[config.mk]
export PLATFORM = sky130hd
export DESIGN_NAME = md5_msg_ctrl_flat
export DESIGN_NICKNAME = d
export VERILOG_FILES = /design/src/rtl/md5_pkg.sv /design/src/rtl/md5_msg_ctrl_if.sv /design/src/rtl/md5sum.sv /design/src/rtl/md5_msg_ctrl.sv /design/src/flat_wrapper.sv
export SDC_FILE = /design/constraint.sdc
export NUM_CORES = 2
export LEC_CHECK = 0
export ABC_AREA = 1
export BUFFER_PORTS_ARGS = -buffer_cell sky130_fd_sc_hd__buf_2
export CORE_MARGIN = 2
export CORE_UTILIZATION = 32
export CTS_CLUSTER_DIAMETER = 120
export DETAILED_ROUTE_END_ITERATION = 7
export GPL_TIMING_DRIVEN = 1
export SYNTH_ARGS = -nofsm -noshare
export SYNTH_HDL_FRONTEND = slang
export SYNTH_SLANG_ARGS = --single-unit
[constraint.sdc]
create_clock -name clk -period 24.4 [get_ports clk]
set_input_delay 2.44 -clock clk [delete_from_list [all_inputs] [get_ports clk]]
set_output_delay 2.44 -clock clk [all_outputs]
set_load 0.1 [all_outputs]
[src/rtl/md5_pkg.sv]
// ============================================================================
// Module      : md5_pkg
// Description : Shared MD5 constants, controller state encoding and the
//               last-word padding helper.
// Revision    : 1.0 - initial release
// ============================================================================
`default_nettype none

package md5_pkg;

    localparam logic [31:0] MD5_IV_A = 32'h67452301;
    localparam logic [31:0] MD5_IV_B = 32'hEFCDAB89;
    localparam logic [31:0] MD5_IV_C = 32'h98BADCFE;
    localparam logic [31:0] MD5_IV_D = 32'h10325476;

    localparam logic [3:0] LEN_LO_IDX = 4'd14;
    localparam logic [3:0] LEN_HI_IDX = 4'd15;

    typedef enum logic [3:0] {
        IDLE    = 4'd0,
        CRST    = 4'd1,
        DATA    = 4'd2,
        PAD     = 4'd3,
        LEN_LO  = 4'd4,
        LEN_HI  = 4'd5,
        BLKWAIT = 4'd6,
        FINWAIT = 4'd7,
        OUT     = 4'd8
    } ctrl_state_t;

    localparam logic [31:0] MD5_K [0:63] = '{
        32'hd76aa478, 32'he8c7b756, 32'h242070db, 32'hc1bdceee,
        32'hf57c0faf, 32'h4787c62a, 32'ha8304613, 32'hfd469501,
        32'h698098d8, 32'h8b44f7af, 32'hffff5bb1, 32'h895cd7be,
        32'h6b901122, 32'hfd987193, 32'ha679438e, 32'h49b40821,
        32'hf61e2562, 32'hc040b340, 32'h265e5a51, 32'he9b6c7aa,
        32'hd62f105d, 32'h02441453, 32'hd8a1e681, 32'he7d3fbc8,
        32'h21e1cde6, 32'hc33707d6, 32'hf4d50d87, 32'h455a14ed,
        32'ha9e3e905, 32'hfcefa3f8, 32'h676f02d9, 32'h8d2a4c8a,
        32'hfffa3942, 32'h8771f681, 32'h6d9d6122, 32'hfde5380c,
        32'ha4beea44, 32'h4bdecfa9, 32'hf6bb4b60, 32'hbebfbc70,
        32'h289b7ec6, 32'heaa127fa, 32'hd4ef3085, 32'h04881d05,
        32'hd9d4d039, 32'he6db99e5, 32'h1fa27cf8, 32'hc4ac5665,
        32'hf4292244, 32'h432aff97, 32'hab9423a7, 32'hfc93a039,
        32'h655b59c3, 32'h8f0ccc92, 32'hffeff47d, 32'h85845dd1,
        32'h6fa87e4f, 32'hfe2ce6e0, 32'ha3014314, 32'h4e0811a1,
        32'hf7537e82, 32'hbd3af235, 32'h2ad7d2bb, 32'heb86d391
    };

    // Rotate amounts indexed by {round group, step mod 4}
    localparam logic [4:0] MD5_S [0:15] = '{
        5'd7, 5'd12, 5'd17, 5'd22, 5'd5, 5'd9,  5'd14, 5'd20,
        5'd4, 5'd11, 5'd16, 5'd23, 5'd6, 5'd10, 5'd15, 5'd21
    };

    // Keeps bytes below nbytes, puts 0x80 at byte nbytes, zeros above it
    function automatic logic [31:0] pad_merge(input logic [31:0] word,
                                              input logic [2:0]  nbytes);
        logic [31:0] r;
        r = '0;
        for (int i = 0; i < 4; i++) begin
            if (3'(i) < nbytes)
                r[8*i +: 8] = word[8*i +: 8];
            else if (3'(i) == nbytes)
                r[8*i +: 8] = 8'h80;
        end
        return r;
    endfunction

endpackage

`default_nettype wire

[src/rtl/md5_msg_ctrl_if.sv]
// ============================================================================
// Module      : md5_msg_ctrl_if
// Description : Message word stream and digest handshake bundle.
// Revision    : 1.0 - initial release
// ============================================================================
`default_nettype none

interface md5_msg_ctrl_if;
    logic [31:0]  s_data;
    logic         s_valid;
    logic         s_last;
    logic [2:0]   s_bytes;
    logic         s_ready;
    logic [127:0] dig_data;
    logic         dig_valid;
    logic         dig_ready;

    modport master (
        output s_data, s_valid, s_last, s_bytes, dig_ready,
        input  s_ready, dig_data, dig_valid
    );

    modport slave (
        input  s_data, s_valid, s_last, s_bytes, dig_ready,
        output s_ready, dig_data, dig_valid
    );
endinterface

`default_nettype wire

[src/rtl/md5sum.sv]
// ============================================================================
// Module      : md5sum
// Description : MD5 block core: takes 16 words, runs 64 rounds (one per
//               cycle) and accumulates into the a/b/c/d chaining registers.
// Revision    : 1.0 - initial release
// ============================================================================
`default_nettype none

module md5sum
    import md5_pkg::*;
(
    input  wire logic        clk,
    input  wire logic        rst_n,
    input  wire logic        we,
    input  wire logic [31:0] din,
    output logic             rdy,
    output logic             done,
    output logic [31:0]      a,
    output logic [31:0]      b,
    output logic [31:0]      c,
    output logic [31:0]      d
);

    typedef enum logic [0:0] {
        RECVWAIT = 1'b0,
        COMPUTE  = 1'b1
    } core_state_t;

    core_state_t r_state, w_state_nxt;
    logic [3:0]  r_widx;
    logic [5:0]  r_rnd;
    logic [31:0] r_m [0:15];
    logic [31:0] r_a, r_b, r_c, r_d;
    logic [31:0] r_h0, r_h1, r_h2, r_h3;
    logic        r_done;
    logic [31:0] w_f, w_sum, w_rot, w_b_new;
    logic [3:0]  w_g;
    logic [4:0]  w_s;

    always_comb begin
        w_f = '0;
        w_g = '0;
        case (r_rnd[5:4])
            2'd0: begin w_f = (r_b & r_c) | (~r_b & r_d); w_g = r_rnd[3:0];                 end
            2'd1: begin w_f = (r_d & r_b) | (~r_d & r_c); w_g = r_rnd[3:0] * 4'd5 + 4'd1;   end
            2'd2: begin w_f = r_b ^ r_c ^ r_d;            w_g = r_rnd[3:0] * 4'd3 + 4'd5;   end
            default: begin w_f = r_c ^ (r_b | ~r_d);      w_g = r_rnd[3:0] * 4'd7;          end
        endcase
        w_s     = MD5_S[{r_rnd[5:4], r_rnd[1:0]}];
        w_sum   = r_a + w_f + MD5_K[r_rnd] + r_m[w_g];
        w_rot   = (w_sum << w_s) | (w_sum >> (6'd32 - {1'b0, w_s}));
        w_b_new = r_b + w_rot;
    end

    always_comb begin
        w_state_nxt = r_state;
        case (r_state)
            RECVWAIT: if (we && r_widx == 4'd15) w_state_nxt = COMPUTE;
            COMPUTE:  if (r_rnd == 6'd63)        w_state_nxt = RECVWAIT;
            default:                             w_state_nxt = RECVWAIT;
        endcase
    end

    always_ff @(posedge clk) begin
        if (r_state == RECVWAIT && we)
            r_m[r_widx] <= din;
    end

    always_ff @(posedge clk) begin
        if (!rst_n) begin
            r_state <= RECVWAIT;
            r_widx  <= '0;
            r_rnd   <= '0;
            r_done  <= 1'b0;
            r_a     <= '0;
            r_b     <= '0;
            r_c     <= '0;
            r_d     <= '0;
            r_h0    <= MD5_IV_A;
            r_h1    <= MD5_IV_B;
            r_h2    <= MD5_IV_C;
            r_h3    <= MD5_IV_D;
        end else begin
            r_state <= w_state_nxt;
            r_done  <= 1'b0;
            if (r_state == RECVWAIT && we) begin
                r_widx <= r_widx + 4'd1;
                if (r_widx == 4'd15) begin
                    r_a   <= r_h0;
                    r_b   <= r_h1;
                    r_c   <= r_h2;
                    r_d   <= r_h3;
                    r_rnd <= '0;
                end
            end
            if (r_state == COMPUTE) begin
                r_a   <= r_d;
                r_b   <= w_b_new;
                r_c   <= r_b;
                r_d   <= r_c;
                r_rnd <= r_rnd + 6'd1;
                // Final round: fold the round outputs into the chaining state
                if (r_rnd == 6'd63) begin
                    r_h0   <= r_h0 + r_d;
                    r_h1   <= r_h1 + w_b_new;
                    r_h2   <= r_h2 + r_b;
                    r_h3   <= r_h3 + r_c;
                    r_done <= 1'b1;
                end
            end
        end
    end

    assign rdy  = (r_state == RECVWAIT);
    assign done = r_done;
    assign a    = r_h0;
    assign b    = r_h1;
    assign c    = r_h2;
    assign d    = r_h3;

endmodule

`default_nettype wire

[src/rtl/md5_msg_ctrl.sv]
// ============================================================================
// Module      : md5_msg_ctrl
// Description : Streams a byte message into md5sum with MD5 padding and
//               length, presents the 128-bit digest on valid/ready.
//               Optional MD5_MSG_CTRL_STATS_EN adds message/block counters.
// Revision    : 1.0 - initial release
// ============================================================================
`default_nettype none

module md5_msg_ctrl
    import md5_pkg::*;
#(
    parameter int LEN_W = 32
) (
    input  wire logic      clk,
    input  wire logic      rst,
    md5_msg_ctrl_if.slave  bus
`ifdef MD5_MSG_CTRL_STATS_EN
    ,
    output logic [15:0]    stat_msgs,
    output logic [31:0]    stat_blks
`endif
);

    ctrl_state_t      r_state, w_state_nxt, w_tail;
    logic [3:0]       r_wcnt;
    logic [LEN_W-1:0] r_bcnt;
    logic             r_need80;
    logic             r_msg_end;
    logic [127:0]     r_dig_data;
    logic             r_dig_valid;
    logic             w_core_rst_n, w_core_we, w_core_rdy, w_core_done, w_xfer;
    logic [31:0]      w_core_din, w_core_a, w_core_b, w_core_c, w_core_d;
    logic [2:0]       w_nbytes;
    logic [63:0]      w_len;
    logic             w_s_ready;

    assign w_nbytes     = bus.s_last ? bus.s_bytes : 3'd4;
    assign w_len        = 64'({r_bcnt, 3'b000});
    assign w_core_rst_n = ~rst & (r_state != CRST);
    assign w_xfer       = w_core_we & w_core_rdy;

    // Next state after a word once the message body has ended
    assign w_tail = (r_wcnt == LEN_LO_IDX - 4'd1) ? LEN_LO :
                    (r_wcnt == LEN_HI_IDX)        ? BLKWAIT : PAD;

    always_comb begin
        w_state_nxt = r_state;
        w_core_we   = 1'b0;
        w_core_din  = '0;
        w_s_ready   = 1'b0;
        case (r_state)
            IDLE: if (bus.s_valid) w_state_nxt = CRST;
            CRST: w_state_nxt = DATA;
            DATA: begin
                w_core_we  = bus.s_valid;
                w_core_din = pad_merge(bus.s_data, w_nbytes);
                w_s_ready  = w_core_rdy;
                if (bus.s_valid && w_core_rdy) begin
                    if (bus.s_last) begin
                        // A full last word still owes a separate 0x80 word
                        if (bus.s_bytes == 3'd4)
                            w_state_nxt = (r_wcnt == LEN_HI_IDX) ? BLKWAIT : PAD;
                        else
                            w_state_nxt = w_tail;
                    end else if (r_wcnt == LEN_HI_IDX) begin
                        w_state_nxt = BLKWAIT;
                    end
                end
            end
            PAD: begin
                w_core_we  = 1'b1;
                w_core_din = r_need80 ? 32'h0000_0080 : 32'h0;
                if (w_core_rdy) w_state_nxt = w_tail;
            end
            LEN_LO: begin
                w_core_we  = 1'b1;
                w_core_din = w_len[31:0];
                if (w_core_rdy) w_state_nxt = LEN_HI;
            end
            LEN_HI: begin
                w_core_we  = 1'b1;
                w_core_din = w_len[63:32];
                if (w_core_rdy) w_state_nxt = FINWAIT;
            end
            BLKWAIT: if (w_core_done) w_state_nxt = r_msg_end ? PAD : DATA;
            FINWAIT: if (w_core_done) w_state_nxt = OUT;
            OUT:     if (bus.dig_ready) w_state_nxt = IDLE;
            default: w_state_nxt = IDLE;
        endcase
    end

    always_ff @(posedge clk) begin
        if (rst) begin
            r_state     <= IDLE;
            r_wcnt      <= '0;
            r_bcnt      <= '0;
            r_need80    <= 1'b0;
            r_msg_end   <= 1'b0;
            r_dig_data  <= '0;
            r_dig_valid <= 1'b0;
        end else begin
            r_state <= w_state_nxt;
            if (r_state == CRST) begin
                r_wcnt    <= '0;
                r_bcnt    <= '0;
                r_need80  <= 1'b0;
                r_msg_end <= 1'b0;
            end
            if (w_xfer)
                r_wcnt <= r_wcnt + 4'd1;
            if (w_xfer && r_state == DATA) begin
                r_bcnt <= r_bcnt + LEN_W'(w_nbytes);
                if (bus.s_last) begin
                    r_msg_end <= 1'b1;
                    r_need80  <= (bus.s_bytes == 3'd4);
                end
            end
            if (w_xfer && r_state == PAD)
                r_need80 <= 1'b0;
            if (r_state == FINWAIT && w_core_done) begin
                r_dig_data  <= {w_core_d, w_core_c, w_core_b, w_core_a};
                r_dig_valid <= 1'b1;
            end
            if (r_state == OUT && bus.dig_ready)
                r_dig_valid <= 1'b0;
        end
    end

    md5sum u_core (
        .clk   (clk),
        .rst_n (w_core_rst_n),
        .we    (w_core_we),
        .din   (w_core_din),
        .rdy   (w_core_rdy),
        .done  (w_core_done),
        .a     (w_core_a),
        .b     (w_core_b),
        .c     (w_core_c),
        .d     (w_core_d)
    );

    assign bus.s_ready   = w_s_ready;
    assign bus.dig_data  = r_dig_data;
    assign bus.dig_valid = r_dig_valid;

`ifdef MD5_MSG_CTRL_STATS_EN
    logic [15:0] r_stat_msgs;
    logic [31:0] r_stat_blks;

    always_ff @(posedge clk) begin
        if (rst) begin
            r_stat_msgs <= '0;
            r_stat_blks <= '0;
        end else begin
            if (r_dig_valid && bus.dig_ready) r_stat_msgs <= r_stat_msgs + 16'd1;
            if (w_core_done)                  r_stat_blks <= r_stat_blks + 32'd1;
        end
    end

    assign stat_msgs = r_stat_msgs;
    assign stat_blks = r_stat_blks;
`endif

endmodule

`default_nettype wire

[src/flat_wrapper.sv]
// flat-port wrapper written by rule: the top's interface ports become plain ports
module md5_msg_ctrl_flat import md5_pkg::*;
#(
    parameter int LEN_W = 32
)
  (clk, rst, bus_s_data, bus_s_valid, bus_s_last, bus_s_bytes, bus_dig_ready, bus_s_ready, bus_dig_data, bus_dig_valid);
  md5_msg_ctrl_if bus_i ();
  input  wire logic clk;
  input  wire logic rst;
  input wire logic [$bits(bus_i.s_data)-1:0] bus_s_data;
  input wire logic [$bits(bus_i.s_valid)-1:0] bus_s_valid;
  input wire logic [$bits(bus_i.s_last)-1:0] bus_s_last;
  input wire logic [$bits(bus_i.s_bytes)-1:0] bus_s_bytes;
  input wire logic [$bits(bus_i.dig_ready)-1:0] bus_dig_ready;
  output wire logic [$bits(bus_i.s_ready)-1:0] bus_s_ready;
  output wire logic [$bits(bus_i.dig_data)-1:0] bus_dig_data;
  output wire logic [$bits(bus_i.dig_valid)-1:0] bus_dig_valid;
  assign bus_i.s_data = bus_s_data;
  assign bus_i.s_valid = bus_s_valid;
  assign bus_i.s_last = bus_s_last;
  assign bus_i.s_bytes = bus_s_bytes;
  assign bus_i.dig_ready = bus_dig_ready;
  assign bus_s_ready = bus_i.s_ready;
  assign bus_dig_data = bus_i.dig_data;
  assign bus_dig_valid = bus_i.dig_valid;
  md5_msg_ctrl #(.LEN_W(LEN_W)) u_core (.clk(clk), .rst(rst), .bus(bus_i));
endmodule
==> flow_metrics.tcl <==
set metrics [dict create \
    synth_edf_count 512 \
    h-tree-depth 3 \
    dieWidth_um 421.6 \
    yosysSeqAreaShare_pct 43.29 \
    clk_path_buf_depth 3 \
    ctsHoldBuffers 0 \
    grt_pass1_vias 48760 \
    setup_viol 0 \
    placed_cell_area_um2 59300 \
    timing.final.crit_share_pct 53.53 \
    synth_most_common_cell "nand2_1" \
    syn_nets 7443 \
    io_pins 170 \
    rsz0062_at_grt "false" \
    rows 153 \
    max_freq_ghz 0.07656 \
    routedWlPerCell_um 22.92 \
    crit_family "simple AND/OR/NAND/NOR gates" \
    clk_latency_ns 0.78 \
    netlist_area_um2 55820 \
    critical_path.most_common_cell "nand2_1" \
    gp_congestion 1.018 \
    yosys-top-cells-area "edfxtp_1 28%, dfxtp_1 16%, nand2_1 11%" \
    fin_crit_ns 13.06 \
    worstSetupEndpointType "register" \
    pwr-share-comb_pct 20.4 \
    status "finished clean" \
    syn_inst 7108 \
    numCtsBuffers 102 \
    drv_cap 0 \
    pre_cts_slack_ns 11.63 \
    relSlewSlack_pct 6.573 \
    initial_utilization_pct 32.15 \
    grt_max_degree 218 \
    slew_violations 0 \
    cts_resized 0 \
    total_power_mw 4.191 \
    hp-class "register to register" \
    cp_data_arrival_time_ns 13.69 \
    p_leak_nw 24.22 \
    p_int_mw 2.887 \
    p_per_area_nw_per_um2 66.75 \
    routed_wl_um 218800 \
    fill_cells 17930 \
    layout-drive-gt1-share_pct 7.752 \
    critPathMaxFanout 42 \
    critPathLaunchType "register" \
    post-cts-setup-buffers 0 \
    root_buffer "clkbuf_16" \
    pwr-share-seq_pct 41.3 \
    cpPeakStageDelay_ns 0.90 \
    dp_hpwl_um 152600 \
    drc 0 \
    tns_ns 0 \
    p_switching_mw 1.304 \
    clock_skew_ns 0.05538 \
    track_usage_pct 23.75 \
    io_buffers 169 \
    cp.required_ns 25.02 \
    ys_top_cells_by_count "1,636 x nand2_1, 729 x nand3_1, 681 x a21oi_1" \
    syn_avg_cell_area_um2 7.853 \
    die_y_um 421.6 \
    cts_tree "built" \
    worst_pin_slew_ns 1.401 \
    fin_nets 7462 \
    yosys_warnings 0 \
    synthArstFlopShare_pct 0 \
    timing_worst_setup_path_type "register to register" \
    avgViaCountPerCell 5.520 \
    synth_top_area_cell "edfxtp_1" \
    grt_pass1_wl_um 321000 \
    setup_ws_ns 11.34 \
    p_sw_share_pct 31.11 \
    grt_remaining_overflow 0 \
    yosysTopAreaCellShare_pct 27.54 \
    core_um2 173600 \
    first_iter_violations 5845 \
    crit_buf_inv 12 \
    hold_violations 0 \
    cts.sinks 951 \
    synth_top_flop_cell "edfxtp_1" \
    rrSetupSlack_ns 11.34 \
    synth_cell_types 66 \
    fin_area_um2 62780 \
    clk_pin_slew_worst_paths_ns 0.07 \
    antenna_found_initial 7 \
    vias 52690 \
    syn2layout_area_growth_pct 12.47 \
    fp.dieArea_um2 177800 \
    cpMaxStageDelayCell "ha_1" \
    firstDrtPassIters 6 \
    irDropWorstVdd_mv 0.05815 \
    antenna_left 0 \
    clkPwrFrac_pct 38.3 \
    synth-seq-cells 951 \
]
## layer usage
layer,share of wire (%),GRT usage (%),vias up
li1,-,-,24670
met1,43,32.47,25440
met2,44,37.07,2196
met3,7.8,3.553,390
met4,4.9,10.56,0
met5,0,0,-
## cell families after synthesis
logic type,after synthesis,synth area share (%)
mux,5,0.08967
simple gates,2935,22.24
buf+inv,1052,7.142
compound gates,1780,18.28
flops,951,43.29
xor+xnor,90,1.412
fa+ha+maj,295,7.554
## metrics by stage
| step | std cells | utilization [%] | hold WS [ns] |
|---|---|---|---|
| after detailed placement | 9348 | 34.15 | 0.4329 |
| final | 9545 | 36.16 | 0.4394 |
| after global routing | 9543 | 36.15 | 0.4578 |
| after global placement | 9347 | 34.15 | 0.4311 |
| after floorplan | 7108 | - | 0.4391 |
| after CTS | 9536 | 36.14 | 0.4440 |
## power groups by stage
stage          logic [mW]  registers [mW]  clock network, mW
6_report            0.854            1.73               1.60
5_1_grt             0.944            1.73               1.69
4_1_cts             0.844            1.73               1.63
3_5_place_dp        0.839            1.77                  0
3_3_place_gp        0.839            1.77                  0
2_1_floorplan       0.561            1.76                  0
## path summary, 6_finish.rpt
check	start	endpoint	cells after the start
max reg2reg	u_core.u_core.r_rnd[0]	u_core.u_core.b[31]	63
min	u_core.bus.dig_data[122]	u_core.bus.dig_data[122]	2
min reg2reg	u_core.bus.dig_data[122]	u_core.bus.dig_data[122]	2
max	u_core.u_core.r_rnd[0]	u_core.u_core.b[31]	63
## cells in the final DEF, fill, tap and decap left out, types with 26 or more instances in the layout
cell type | netlist | routed
a31oi_1 | 186 | 186
xnor2_1 | 38 | 38
o21ai_0 | 505 | 496
ha_1 | 225 | 225
inv_1 | 653 | 652
or2_2 | 44 | 44
a32o_1 | 70 | 70
a221oi_1 | 26 | 26
nand4_1 | 39 | 39
edfxtp_1 | 512 | 512
nor3_1 | 79 | 79
clkbuf_16 | 0 | 104
nand2_1 | 1636 | 1633
o211ai_1 | 64 | 64
xor2_1 | 52 | 52
o22ai_1 | 51 | 50
buf_2 | 27 | 170
o21ai_1 | 76 | 81
fa_1 | 70 | 70
dfxtp_1 | 439 | 437
buf_4 | 1 | 114
a21oi_1 | 681 | 680
clkinv_1 | 12 | 26
nand3_1 | 729 | 728
nor2_1 | 361 | 340
## final cells by class
type | count | area [µm²] | share of cell area [%]
Timing Repair Buffer | 287 | 1767 | 2.814
Clock inverter | 51 | 600.6 | 0.9567
Inverter | 680 | 2561 | 4.080
Tap cell | 2325 | 2909 | 4.634
Clock buffer | 137 | 2856 | 4.550
Multi-Input combinational cell | 5105 | 27890 | 44.43
Antenna cell | 9 | 22.52 | 0.03587
Sequential cell | 951 | 24170 | 38.50
## flip-flops by register name, summed over array words and instances, names as in the netlist, 4 cells and up
| signal | flops |
|---|---|
| u_core.u_core.r_m | 512 |
| u_core.bus.dig_data | 128 |
| u_core.r_bcnt | 32 |
| u_core.u_core.a | 32 |
| u_core.u_core.b | 32 |
| u_core.u_core.c | 32 |
| u_core.u_core.d | 32 |
| u_core.u_core.r_a | 32 |
| u_core.u_core.r_b | 32 |
| u_core.u_core.r_c | 32 |
| u_core.u_core.r_d | 32 |
| u_core.u_core.r_rnd | 6 |
| u_core.r_state | 4 |
| u_core.r_wcnt | 4 |
| u_core.u_core.r_widx | 4 |
## worst reg2reg max path: cells and delay by family (launching register included)
| kind | cells | cell delay (ns) |
|---|---|---|
| AO/OA/AOI/OAI | 16 | 3.01 |
| AND/OR/NAND/NOR | 29 | 3.67 |
| buffers and inverters | 12 | 2.66 |
| flip-flops | 1 | 0.88 |
| adder cells (fa/ha/maj) | 6 | 2.73 |
(Power assumes the default switching activity.)
